--- src/rtl/ropuf_pkg.sv ---
// RO-PUF response sequencer shared types and defaults.
// State encoding, default geometry and small elaboration helpers.
package ropuf_pkg;

  localparam int N_BITS_D = 256;
  localparam int SEL_W_D  = 8;
  localparam int CNT_W_D  = 16;
  localparam int RESP_W   = N_BITS_D;

  typedef enum logic [2:0] {
    IDLE,
    CLEAR,
    MEASURE,
    SETTLE,
    COMPARE,
    SHIFT,
    DONE
  } state_t;

  function automatic int max2(input int a, input int b);
    return (a > b) ? a : b;
  endfunction

endpackage

--- src/rtl/ropuf_phase_timer.sv ---
// Loadable down-counter timing the MEASURE and SETTLE phases.
// expire is high while the count sits at zero.
module ropuf_phase_timer #(
  parameter int W = 4
) (
  input  logic         clk,
  input  logic         rst,
  input  logic         load,
  input  logic [W-1:0] value,
  output logic         expire
);

  logic [W-1:0] cnt_q;

  always_ff @(posedge clk) begin
    if (rst) begin
      cnt_q <= '0;
    end else if (load) begin
      cnt_q <= value;
    end else if (cnt_q != '0) begin
      cnt_q <= cnt_q - 1'b1;
    end
  end

  assign expire = (cnt_q == '0);

endmodule

--- src/rtl/ropuf_response_sequencer.sv ---
// Walks RO pairs, measures and compares counts, shifts response bits out.
// Define MAJORITY_VOTE_EN for three measurements per pair with a 2-of-3 vote.
module ropuf_response_sequencer
  import ropuf_pkg::*;
#(
  parameter int N_BITS        = N_BITS_D,
  parameter int SEL_W         = SEL_W_D,
  parameter int CNT_W         = CNT_W_D,
  parameter int MEAS_CYCLES   = 1024,
  parameter int SETTLE_CYCLES = 4
) (
  input  logic             clk,
  input  logic             rst,
  input  logic             start,
  input  logic [CNT_W-1:0] cnt_a,
  input  logic [CNT_W-1:0] cnt_b,
  output logic [SEL_W-1:0] ro_sel,
  output logic             ro_en,
  output logic             cnt_clr,
  output logic             sr_en,
  output logic             sr_s_in,
  output logic             busy,
  output logic             done
);

  localparam int TW =
    $clog2(max2(MEAS_CYCLES, SETTLE_CYCLES) + 1);
  localparam logic [TW-1:0] MEAS_LD =
    TW'(MEAS_CYCLES - 1);
  localparam logic [TW-1:0] SETL_LD =
    TW'(SETTLE_CYCLES - 1);
  localparam logic [SEL_W-1:0] LAST =
    SEL_W'(N_BITS - 1);

  state_t           state_q;
  state_t           state_d;
  logic [SEL_W-1:0] ro_sel_q;
  logic             busy_q;
  logic             done_q;
  logic             t_load;
  logic [TW-1:0]    t_val;
  logic             t_exp;
  logic             cmp;
  logic             resp_bit;
  logic             last_rep;

  assign cmp = (cnt_a > cnt_b);

`ifdef MAJORITY_VOTE_EN
  logic [1:0] rep_q;
  logic [1:0] vote_q;

  assign last_rep = (rep_q == 2'd2);
  assign resp_bit = (vote_q >= 2'd2);

  always_ff @(posedge clk) begin
    if (rst) begin
      rep_q  <= '0;
      vote_q <= '0;
    end else if (state_q == COMPARE) begin
      rep_q  <= rep_q + 2'd1;
      vote_q <= vote_q + {1'b0, cmp};
    end else if (state_q == SHIFT ||
                 state_q == IDLE) begin
      rep_q  <= '0;
      vote_q <= '0;
    end
  end
`else
  logic bit_q;

  assign last_rep = 1'b1;
  assign resp_bit = bit_q;

  always_ff @(posedge clk) begin
    if (rst) begin
      bit_q <= 1'b0;
    end else if (state_q == COMPARE) begin
      bit_q <= cmp;
    end
  end
`endif

  // One timer serves both phases; reload at phase entry.
  assign t_load = (state_q == CLEAR) ||
                  (state_q == MEASURE && t_exp);
  assign t_val  = (state_q == CLEAR) ? MEAS_LD : SETL_LD;

  ropuf_phase_timer #(
    .W (TW)
  ) u_timer (
    .clk    (clk),
    .rst    (rst),
    .load   (t_load),
    .value  (t_val),
    .expire (t_exp)
  );

  always_ff @(posedge clk) begin
    if (rst) begin
      state_q <= IDLE;
    end else begin
      state_q <= state_d;
    end
  end

  always_comb begin
    state_d = state_q;
    unique case (state_q)
      IDLE:    if (start) state_d = CLEAR;
      CLEAR:   state_d = MEASURE;
      MEASURE: if (t_exp) state_d = SETTLE;
      SETTLE:  if (t_exp) state_d = COMPARE;
      COMPARE: state_d = last_rep ? SHIFT : CLEAR;
      SHIFT:   state_d = (ro_sel_q == LAST) ? DONE : CLEAR;
      DONE:    state_d = IDLE;
      default: state_d = IDLE;
    endcase
  end

  always_ff @(posedge clk) begin
    if (rst) begin
      ro_sel_q <= '0;
      busy_q   <= 1'b0;
      done_q   <= 1'b0;
    end else begin
      if (state_q == IDLE && start) begin
        ro_sel_q <= '0;
        busy_q   <= 1'b1;
        done_q   <= 1'b0;
      end
      if (state_q == SHIFT && ro_sel_q != LAST) begin
        ro_sel_q <= ro_sel_q + 1'b1;
      end
      if (state_q == DONE) begin
        busy_q <= 1'b0;
        done_q <= 1'b1;
      end
    end
  end

  always_comb begin
    cnt_clr = 1'b0;
    ro_en   = 1'b0;
    sr_en   = 1'b0;
    sr_s_in = 1'b0;
    unique case (state_q)
      CLEAR:   cnt_clr = 1'b1;
      MEASURE: ro_en   = 1'b1;
      SHIFT: begin
        sr_en   = 1'b1;
        sr_s_in = resp_bit;
      end
      default: ;
    endcase
  end

  assign ro_sel = ro_sel_q;
  assign busy   = busy_q;
  assign done   = done_q;

endmodule

--- config.mk ---
export PLATFORM = sky130hd
export DESIGN_NAME = ropuf_response_sequencer
export DESIGN_NICKNAME = d
export VERILOG_FILES = /design/src/rtl/ropuf_pkg.sv /design/src/rtl/ropuf_phase_timer.sv /design/src/rtl/ropuf_response_sequencer.sv
export SDC_FILE = /design/constraint.sdc
export NUM_CORES = 1
export LEC_CHECK = 0
export ABC_AREA = 1
export CORE_ASPECT_RATIO = 2
export CORE_UTILIZATION = 30
export CTS_CLUSTER_SIZE = 14
export DETAILED_ROUTE_END_ITERATION = 10
export PLACE_DENSITY_LB_ADDON = 0.08
export SYNTH_ARGS = -nofsm -noshare
export SYNTH_HDL_FRONTEND = slang
export SYNTH_SLANG_ARGS = --single-unit
--- constraint.sdc ---
create_clock -name clk -period 1.94 [get_ports clk]
set_input_delay 0.388 -clock clk [delete_from_list [all_inputs] [get_ports clk]]
set_output_delay 0.388 -clock clk [all_outputs]
set_load 0.1 [all_outputs]
Word-level counts from Yosys, hierarchy flattened --
Index checks and enable logic that the tools add are counted.
Word-level totals: bits of input ports 35, output and inout bits 14, register bits after elaboration 25, logic and storage cells 48
Operators by class: $add $sub $neg 2, $lt $le $gt $ge 1, eq/ne operators 11, muxes and demuxes 16, reductions and logical operators 12
Operators by type and width (number):
- $mux 11 | 2
- $pmux 3 s6 | 1
- $gt 16x16->1 | 1
- $mux 8 | 2
- $mux 3 | 4
- $logic_not 11->1 | 1
- $reduce_bool 11->1 | 1
- $sub 11x1->11 const B | 1
- $mux 10 | 1
- $eq 3x3->1 const B | 3
- $add 8x1->8 const B | 1
- $eq 8x8->1 const B | 1
- $ne 8x8->1 const B | 1
- $eq 3x2->1 const B | 2
- $mux 1 | 6
- $ne 2x2->1 const B | 3
- $reduce_bool 2->1 | 3
- $eq 3x1->1 const B | 1
- $logic_and 1x1->1 | 3
- $logic_not 3->1 | 1
- $reduce_and 3->1 | 1
- $reduce_or 2->1 | 1
- $logic_or 1x1->1 | 1

Logic depth before layout (Yosys ltp) --
Gate-level depths: netlist of the first run.
word-level depth 4, depth in mapped cells 13, gate-level depth less buffers 13

Cells and area by module --
A second synthesis of the first run with hierarchy kept.
Unflattened totals: cell total of the unflattened synthesis 297, area total of the unflattened synthesis 1896.8 µm²
By module, submodules not included:
- ropuf_response_sequencer | instances 1, seq. area each 280.3 µm², area each 1157.4 µm², cells an instance 180
- ropuf_phase_timer | instances 1, seq. area each 220.2 µm², area each 739.5 µm², cells an instance 117

Worst setup path after synthesis of the first run --
Ideal clock, no wire load.
path kind register to output, start point register state_q[2], end point output port sr_s_in, cell stages (with the launch flop) 3, path buffers 0, setup slack -0.248 ns, arrival time 1.800 ns, required time 1.552 ns, cells stage by stage dfxtp_1 nand3_1 nor2_1
On the way: cells in the longest elaborated chain, start to end 2
Ends and longest elaborated chain:
- start, declared | RTL line ropuf_response_sequencer.sv:35 | state_t state_q;
- start signal, assigned | RTL line ropuf_response_sequencer.sv:103 | state_q <= state_d;
- $eq 3x3->1 | RTL line ropuf_response_sequencer.sv:147 | unique case (state_q)
- $mux 1 | RTL line ropuf_response_sequencer.sv:147
- end, declared | RTL line ropuf_response_sequencer.sv:21 | output logic sr_s_in,
Every way passes these cells.

Worst setup path in the final report of the first run --
start point register state_q[1], end point output port ro_en
On the way: cells in the longest elaborated chain, start to end 2
Ends and longest elaborated chain:
- $eq 3x2->1 | RTL line ropuf_response_sequencer.sv:147
- $mux 1 | RTL line ropuf_response_sequencer.sv:147
- end, declared | RTL line ropuf_response_sequencer.sv:18 | output logic ro_en,
Every way passes these cells.

==> flow_metrics.env, run 1 <==
export IMPL_outcome="finished, final reports clean"
export IMPL_ioPinCount=49
export IMPL_p_leak_uw=0.001146
export IMPL_crit_buf_inv=3
export IMPL_setup_violations=0
export IMPL_dp_cells=367
export IMPL_vias=1787
export IMPL_area_delta_synth_final_pct=39.96
export IMPL_hold_viol=0
export IMPL_syn_area_per_cell_um2=6.831
export IMPL_die_w_um=56.30
export IMPL_cp_arrival_ps=1310
export IMPL_cts_resized=0
export IMPL_cap_violations=0
export IMPL_final_max_slew_viol_count=0
export IMPL_drt_wl_total_um=4491
export IMPL_core_um2=5709
export IMPL_final_util_pct=43.37
export IMPL_cts_buffer_depth=2
export IMPL_synth_area_leader_cell="dfxtp_1"
export IMPL_drt_pass1_iterations=4
export IMPL_dp_hpwl_um=3782
export IMPL_crit_required_ps=1550
export IMPL_clock_sinks=25
export IMPL_yosysWarnings=0
export IMPL_worstPathMaxFanout=6
export IMPL_netlist_area_um2=1769
export IMPL_grt_overflow=0
export IMPL_grt_use_met1_pct=14.98
export IMPL_final_common_cell="nand2_1"
export IMPL_start_util_pct=30.99
export IMPL_grt_pass1_vias=1818
export IMPL_stdcell_count=371
export IMPL_synth_seq_area_share_pct=28.29
export IMPL_crit_slowest_cell="dfxtp_1"
export IMPL_clk_latency_ps=260
export IMPL_synthArstFlopShare_pct=0
export IMPL_clk_pin_slew_ps=60
export IMPL_cts_hold_buf=0
export IMPL_wl_per_cell_um=12.11
export IMPL_clock_skew_ps=3.279
export IMPL_crit_chain="inv_2, nor2_2, nand2_2, inv_1, buf_12"
export IMPL_diodes=0
export IMPL_portBuffers=48
export IMPL_fp_dieArea_um2=6227
export IMPL_synth_area_leaders="dfxtp_1, ha_1, nand2_1"
export IMPL_period_minus_slack_ps=1694
export IMPL_grt_use_met2_pct=32.14
export IMPL_grt_max_degree=16
export IMPL_grt_antenna_before_repair=0
export IMPL_num_nets_final=364
export IMPL_max_slew_margin_pct=74.11
export IMPL_syn_nets=312
export IMPL_drc=0
export IMPL_cts_setup_buffers=0
export IMPL_final_antenna_net_count=0
export IMPL_final_cell_mix="nand2_1, inv_1, clkdlybuf4s50_1"
export IMPL_rows=39
export IMPL_crit_path_start_kind="register"
export IMPL_worst_r2r_path_depth=9
export IMPL_slowest_delay_ps=340
export IMPL_grtUsageMet3_pct=1.874
export IMPL_ys_flop_type="dfxtp_1"
export IMPL_finalSetupTns_ps=0
export IMPL_nFillCells=611
export IMPL_dpl_instance_area_um2=2397
export IMPL_worst_setup_path_end_kind="output pin"
export IMPL_hp_class="register to register"
export IMPL_tightest_slew_ps=387.5
export IMPL_fin_crit_sh_pct=87.32
export IMPL_synthDistinctLibCells=30
export IMPL_cts_buffers=3
export IMPL_grt_usage_pct=15.63
export IMPL_grt_pass1_wl_um=7838
export IMPL_postSynthCellCount=259
export IMPL_peakVddDrop_uv=846.8
export IMPL_cts_root_buf="clkbuf_16"
export IMPL_synth_top_cell_area_share_pct=28.29
export IMPL_power_density_nw_per_um2=1067
export IMPL_synth_seq_cells=25
export IMPL_rsz0062_at_grt="false"
export IMPL_tritoncts="done"
export IMPL_die_height_um=110.6
export IMPL_critPathTopFamily="buffers and inverters"
export IMPL_drt_iter0_markers=36
export IMPL_worst_setup_path_type="register to output pin"
export IMPL_hold_depth=2
export IMPL_layout_cell_area_non_filler_um2=2476
export IMPL_max_freq_ghz=0.5903
export IMPL_gp_congestion=0.8057
export IMPL_htree_levels=1
export IMPL_drive_gt1_share_pct=15.16
export IMPL_worst_path_stages=5
export IMPL_top_usage_layer="met2"
export IMPL_synth_edf_count=0
export IMPL_vias_per_cell=4.817
[where the power goes]
group	switching (uW)	total [uW]	internal (uW)
registers	100	737	637
clock network	178	459	281
logic	933	1440	512
total	1210	2640	1430
[registers in the layout, summed over array words and instances, names as in the netlist]
name and cells:
done 1, u_timer.cnt_q 11, bit_q 1, busy 1, ro_sel 8, state_q 3
[stage by stage]
| step | hold WS, ps | setup WS, ps | total power (uW) |
|---|---|---|---|
| 5_1_grt | 486.8 | 123.8 | 2851 |
| 6_report | 464.8 | 245.9 | 2641 |
| 3_3_place_gp | 452.1 | 67.13 | 2204 |
| 2_1_floorplan | 443.4 | 11.84 | 1803 |
| 3_5_place_dp | 454.9 | 68.36 | 2213 |
| 4_1_cts | 467.9 | 236.1 | 2679 |
[final cells by class]
type,count,area (um^2),share of cell area (%)
multi-input cells,183,1077,43.51
repair buffers,49,553.0,22.33
flip-flops and latches,25,504.2,20.36
inverters,49,186.4,7.529
clock buffers,4,78.83,3.183
well taps,61,76.32,3.082
[cell usage after synthesis, types with 3 or more instances]
library cell	n
a21oi_1	26
dfxtp_1	25
ha_1	18
inv_1	41
inv_2	7
nand2_1	49
nand2_2	4
nand3_1	21
nand4_1	5
nor2_1	19
nor2_2	4
nor3_1	6
o21ai_0	7
o21ai_1	5
xor2_1	3
[logic make-up after synthesis]
logic type | synth area share, %
adders and majority gates | 12.73
and+or+nand+nor | 31.05
xor gates and xnor gates | 1.485
buffers and inverters | 10.96
DFF | 28.29
AOI/OAI and AO/OA | 15.49
[tightest hold or removal path: stages (launching register included)]
cell and delay [ps]:
dfxtp_1 310, nand2_1 60, a21oi_1 50
[worst paths after layout]
path	startpoint	end	slack, ps
hold / removal	u_timer.cnt_q[0]$_SDFFE_PP0P_	u_timer.cnt_q[0]$_SDFFE_PP0P_	460
setup / recovery	state_q[1]$_SDFFE_PP0P_	ro_en	250
hold reg to reg	u_timer.cnt_q[0]$_SDFFE_PP0P_	u_timer.cnt_q[0]$_SDFFE_PP0P_	460
setup reg to reg	u_timer.cnt_q[0]$_SDFFE_PP0P_	u_timer.cnt_q[5]$_SDFFE_PP0P_	300
[per-layer routing]
| metal | wire length, um | part of all wire [%] | vias up |
|---|---|---|---|
| met2 | 2675 | 60 | 30 |
| met1 | 1610 | 36 | 801 |
| met3 | 107 | 2.4 | 8 |
| met4 | 98 | 2.2 | 0 |
| li1 | - | - | 948 |
| met5 | 0 | 0 | - |
(Power assumes the default switching activity.)
==> run 2, diff against run 1 <==
Settings changed: ABC_CLOCK_PERIOD_IN_PS set to 1940, GPL_TIMING_DRIVEN set to 0.
==> flow_metrics.env, run 2 (synthesis results as in run 1) <==
export IMPL_outcome="finished, final reports clean"
export IMPL_grt_usage_pct=16.03
export IMPL_final_common_cell="nand2_1"
export IMPL_max_freq_ghz=0.5290
export IMPL_grt_antenna_before_repair=0
export IMPL_core_um2=5709
export IMPL_top_register="u_timer.cnt_q"
export IMPL_crit_chain="clkdlybuf4s15_1"
export IMPL_holdWs_ps=464.9
export IMPL_die_w_um=56.30
export IMPL_dp_cells=367
export IMPL_worstPathMaxFanout=5
export IMPL_num_nets_final=364
export IMPL_finalSetupTns_ps=0
export IMPL_crit_required_ps=1550
export IMPL_p_leak_uw=0.001128
export IMPL_start_util_pct=30.99
export IMPL_critPathTopFamily="buffers and inverters"
export IMPL_final_cell_mix="nand2_1, inv_1, clkdlybuf4s50_1"
export IMPL_drc=0
export IMPL_cts_buffers=3
export IMPL_crit_buf_inv=1
export IMPL_nFillCells=604
export IMPL_grt_pass1_wl_um=7810
export IMPL_grt_overflow=0
export IMPL_diodes=0
export IMPL_layout_cell_area_non_filler_um2=2375
export IMPL_rows=39
export IMPL_crit_path_start_kind="register"
export IMPL_period_minus_slack_ps=1890
export IMPL_die_height_um=110.6
export IMPL_final_antenna_net_count=0
export IMPL_cp_arrival_ps=1500
export IMPL_tritoncts="done"
export IMPL_dpl_instance_area_um2=2322
export IMPL_grt_max_degree=14
export IMPL_final_max_slew_viol_count=0
export IMPL_clk_pin_slew_ps=70
export IMPL_cap_violations=0
export IMPL_crit_slowest_cell="clkdlybuf4s15_1"
export IMPL_wl_per_cell_um=12.46
export IMPL_portBuffers=47
export IMPL_tightest_slew_ps=965.8
export IMPL_vias_per_cell=4.749
export IMPL_area_delta_synth_final_pct=34.23
export IMPL_dp_hpwl_um=3838
export IMPL_drt_iter0_markers=63
export IMPL_stdcell_count=371
export IMPL_drive_gt1_share_pct=12.26
export IMPL_vias=1762
export IMPL_clock_sinks=25
export IMPL_drt_pass1_iterations=4
export IMPL_htree_levels=1
export IMPL_cts_buffer_depth=2
export IMPL_setup_violations=0
export IMPL_cts_hold_buf=0
export IMPL_cts_setup_buffers=0
export IMPL_worst_setup_path_type="register to output pin"
export IMPL_fin_crit_sh_pct=97.45
export IMPL_gp_congestion=0.7590
export IMPL_grt_pass1_vias=1757
export IMPL_hold_viol=0
export IMPL_peakVddDrop_uv=789.7
export IMPL_clock_skew_ps=6.049
export IMPL_largest_register_ffs=11
export IMPL_max_slew_margin_pct=35.87
export IMPL_ioPinCount=49
export IMPL_rsz0062_at_grt="false"
export IMPL_worst_setup_path_end_kind="output pin"
export IMPL_rrSetupSlack_ps=260
export IMPL_drt_wl_total_um=4622
export IMPL_hp_class="register to register"
export IMPL_slowest_delay_ps=850
export IMPL_clk_latency_ps=260
export IMPL_cts_root_buf="clkbuf_16"
export IMPL_fp_dieArea_um2=6227
export IMPL_power_density_nw_per_um2=1090
==> run 2: stage by stage <==
step,utilization (%),setup WS (ps),total power [uW]
after floorplan,-,11.84,1803
after global placement,40.68,-391.4,2149
after detailed placement,40.68,-388.4,2158
after CTS,41.55,10.75,2608
after global routing,41.60,6.497,2787
final,41.60,49.56,2589
==> run 2: layer usage <==
| layer | routed length, um | GRT usage, % | part of all wire (%) | vias to the layer above |
|---|---|---|---|---|
| li1 | - | - | - | 944 |
| met1 | 1640 | 15.70 | 35 | 786 |
| met2 | 2796 | 32.22 | 60 | 27 |
| met3 | 114 | 2.108 | 2.5 | 5 |
| met4 | 71 | 5.854 | 1.5 | 0 |
| met5 | 0 | 0 | 0 | - |
==> run 2: power by group <==
part / switching [uW] / internal [uW]
sequential: 96.3 / 637
combinational: 934 / 457
clock: 183 / 281
==> run 2: area by class of cell <==
class | instances | area [um^2] | area share, %
sequential | 25 | 504.2 | 21.23
buffer | 2 | 7.507 | 0.3161
clock buffer | 4 | 78.83 | 3.319
timing repair buffer | 47 | 444.2 | 18.70
multi-input combinational | 183 | 1077 | 45.36
tap | 61 | 76.32 | 3.214
inverter | 49 | 186.4 | 7.850
==> run 2: path summary, 6_finish.rpt <==
path | cells after the start | end | startpoint
max | 1 | ro_sel[2] | ro_sel[2]$_SDFFE_PP0P_
min | 2 | bit_q$_SDFFE_PP0P_ | bit_q$_SDFFE_PP0P_
max reg2reg | 9 | u_timer.cnt_q[2]$_SDFFE_PP0P_ | u_timer.cnt_q[0]$_SDFFE_PP0P_
min reg2reg | 2 | bit_q$_SDFFE_PP0P_ | bit_q$_SDFFE_PP0P_
==> run 2: what timing repair did <==
action / in CTS / in global routing
setup endpoints to repair: 14 / 5
endpoints found under the hold margin: 0 / 0
resized for setup: 33 / 6
==> run 3, diff against run 2 <==
Settings changed: ABC_CLOCK_PERIOD_IN_PS 1940 to 2300.
Clock period 1.94 ns to 2.3 ns, I/O delays scaled along.
==> flow_metrics.env, run 3 (synthesis results as in run 1) <==
export IMPL_top_register="u_timer.cnt_q"
export IMPL_finalSetupTns_ps=0
export IMPL_cts_root_buf="clkbuf_16"
export IMPL_vias=1787
export IMPL_fin_crit_sh_pct=97.88
export IMPL_core_um2=5709
export IMPL_clock_sinks=25
export IMPL_clock_skew_ps=7.522
export IMPL_grt_max_degree=14
export IMPL_hold_depth=2
export IMPL_holdWs_ps=465.9
export IMPL_cts_hold_buf=0
export IMPL_final_cell_mix="nand2_1, inv_1, clkdlybuf4s50_1"
export IMPL_tightest_slew_ps=984.7
export IMPL_power_density_nw_per_um2=909.2
export IMPL_rr_startpoint="u_timer.cnt_q[0]$_SDFFE_PP0P_"
export IMPL_critPathTopFamily="buffers and inverters"
export IMPL_crit_required_ps=1840
export IMPL_area_delta_synth_final_pct=35.43
export IMPL_crit_chain="clkdlybuf4s50_1"
export IMPL_grt_usage_pct=14.80
export IMPL_clk_pin_slew_ps=70
export IMPL_hold_start="u_timer.cnt_q[0]$_SDFFE_PP0P_"
export IMPL_vias_per_cell=4.817
export IMPL_die_w_um=56.30
export IMPL_worst_setup_path_end_kind="output pin"
export IMPL_dpl_instance_area_um2=2316
export IMPL_multi_input_area_um2=1075
export IMPL_crit_slowest_cell="clkdlybuf4s50_1"
export IMPL_rows=39
export IMPL_setup_slack_ps=48.85
export IMPL_worst_setup_path_type="register to output pin"
export IMPL_max_freq_ghz=0.4442
export IMPL_hp_class="register to register"
export IMPL_cts_setup_buffers=0
export IMPL_tritoncts="done"
export IMPL_slowest_delay_ps=1150
export IMPL_route_met2_wl_um=2528
export IMPL_outcome="finished, final reports clean"
export IMPL_drt_iter0_markers=44
export IMPL_top_layer="met4"
export IMPL_hold_viol=0
export IMPL_final_antenna_net_count=0
export IMPL_grt_pass1_wl_um=7210
export IMPL_cts_buffers=3
export IMPL_p_leak_uw=0.001138
export IMPL_rrSetupSlack_ps=640
export IMPL_ioPinCount=49
export IMPL_grt_pass1_vias=1669
export IMPL_grt_antenna_before_repair=0
export IMPL_setup_violations=0
export IMPL_period_minus_slack_ps=2251
export IMPL_clk_latency_ps=260
export IMPL_largest_register_ffs=11
export IMPL_min_to="u_timer.cnt_q[0]$_SDFFE_PP0P_"
export IMPL_htree_levels=1
export IMPL_worstPathMaxFanout=4
export IMPL_drt_wl_total_um=4400
export IMPL_worst_r2r_path_depth=7
export IMPL_dp_hpwl_um=3619
export IMPL_fp_dieArea_um2=6227
export IMPL_regArea_um2=500.5
export IMPL_die_height_um=110.6
export IMPL_start_util_pct=30.99
export IMPL_cts_buffer_depth=2
export IMPL_wl_per_cell_um=11.86
export IMPL_gp_congestion=0.7738
export IMPL_diodes=0
export IMPL_r2r_end="state_q[1]$_SDFFE_PP0P_"
export IMPL_final_max_slew_viol_count=0
export IMPL_cp_arrival_ps=1790
export IMPL_drive_gt1_share_pct=10.32
export IMPL_drt_pass1_iterations=6
export IMPL_met1Wirelength_um=1652
export IMPL_rsz0062_at_grt="false"
export IMPL_drc=0
export IMPL_layout_cell_area_non_filler_um2=2396
export IMPL_crit_buf_inv=1
export IMPL_num_nets_final=364
export IMPL_crit_path_start_kind="register"
export IMPL_portBuffers=47
export IMPL_grt_overflow=0
export IMPL_max_slew_margin_pct=34.15
export IMPL_cap_violations=0
export IMPL_routed_wl_met3_um=131
export IMPL_nFillCells=608
export IMPL_peakVddDrop_uv=661.6
export IMPL_final_common_cell="nand2_1"
export IMPL_dp_slack_ps=-85.43
-- run 3: stage by stage --
| stage | total power (uW) | utilization (%) | std cells |
|---|---|---|---|
| final | 2179 | 41.97 | 371 |
| after global routing | 2336 | 41.97 | 371 |
| after CTS | 2200 | 41.97 | 371 |
| after detailed placement | 1807 | 40.57 | 367 |
| after global placement | 1800 | 40.57 | 367 |
| after floorplan | 1521 | - | 259 |
-- run 3: worst max path at each step --
stage / endpoint / startpoint / slack [ps] / depth (start not counted)
3_5_place_dp: cnt_clr / state_q[2]$_SDFFE_PP0P_ / -90 / 4
5_1_grt: ro_sel[7] / ro_sel[7]$_SDFFE_PP0P_ / 10 / 1
2_1_floorplan: sr_s_in / state_q[2]$_SDFFE_PP0P_ / 40 / 2
6_report: ro_sel[1] / ro_sel[1]$_SDFFE_PP0P_ / 50 / 1
4_1_cts: ro_sel[2] / ro_sel[2]$_SDFFE_PP0P_ / 9 / 1
3_3_place_gp: cnt_clr / state_q[2]$_SDFFE_PP0P_ / -90 / 4
-- run 3: worst register-to-register path: cells and delay by family (launching register included) --
| family | cells | cell delay (ps) |
|---|---|---|
| simple gates | 4 | 540 |
| flops | 1 | 310 |
| compound gates | 1 | 290 |
| fa+ha+maj | 1 | 270 |
| buf+inv | 1 | 120 |
-- run 3: repair_timing --
action                                  CTS  global route
cloned                                    0             0
resized for setup                        13             3
endpoints found under the setup margin    6             3
-- run 3: per-layer routing --
layer | vias up | global-route usage (%)
li1 | 943 | -
met1 | 804 | 14.77
met2 | 34 | 29.05
met3 | 6 | 2.108
met4 | 0 | 6.016
met5 | - | 0
-- run 3: final cells by class --
type	count	share of cell area [%]
multi-input cells	183	44.86
flip-flops and latches	25	20.89
clock buffers	4	3.290
inverters	49	7.781
well taps	61	3.185
repair buffers	47	19.69
plain buffers	2	0.3133
-- run 3: where the power goes --
group | total [uW] | switching, uW | internal [uW]
combinational | 1160 | 772 | 391
sequential | 618 | 80.8 | 537
clock | 397 | 160 | 237
total | 2180 | 1010 | 1170
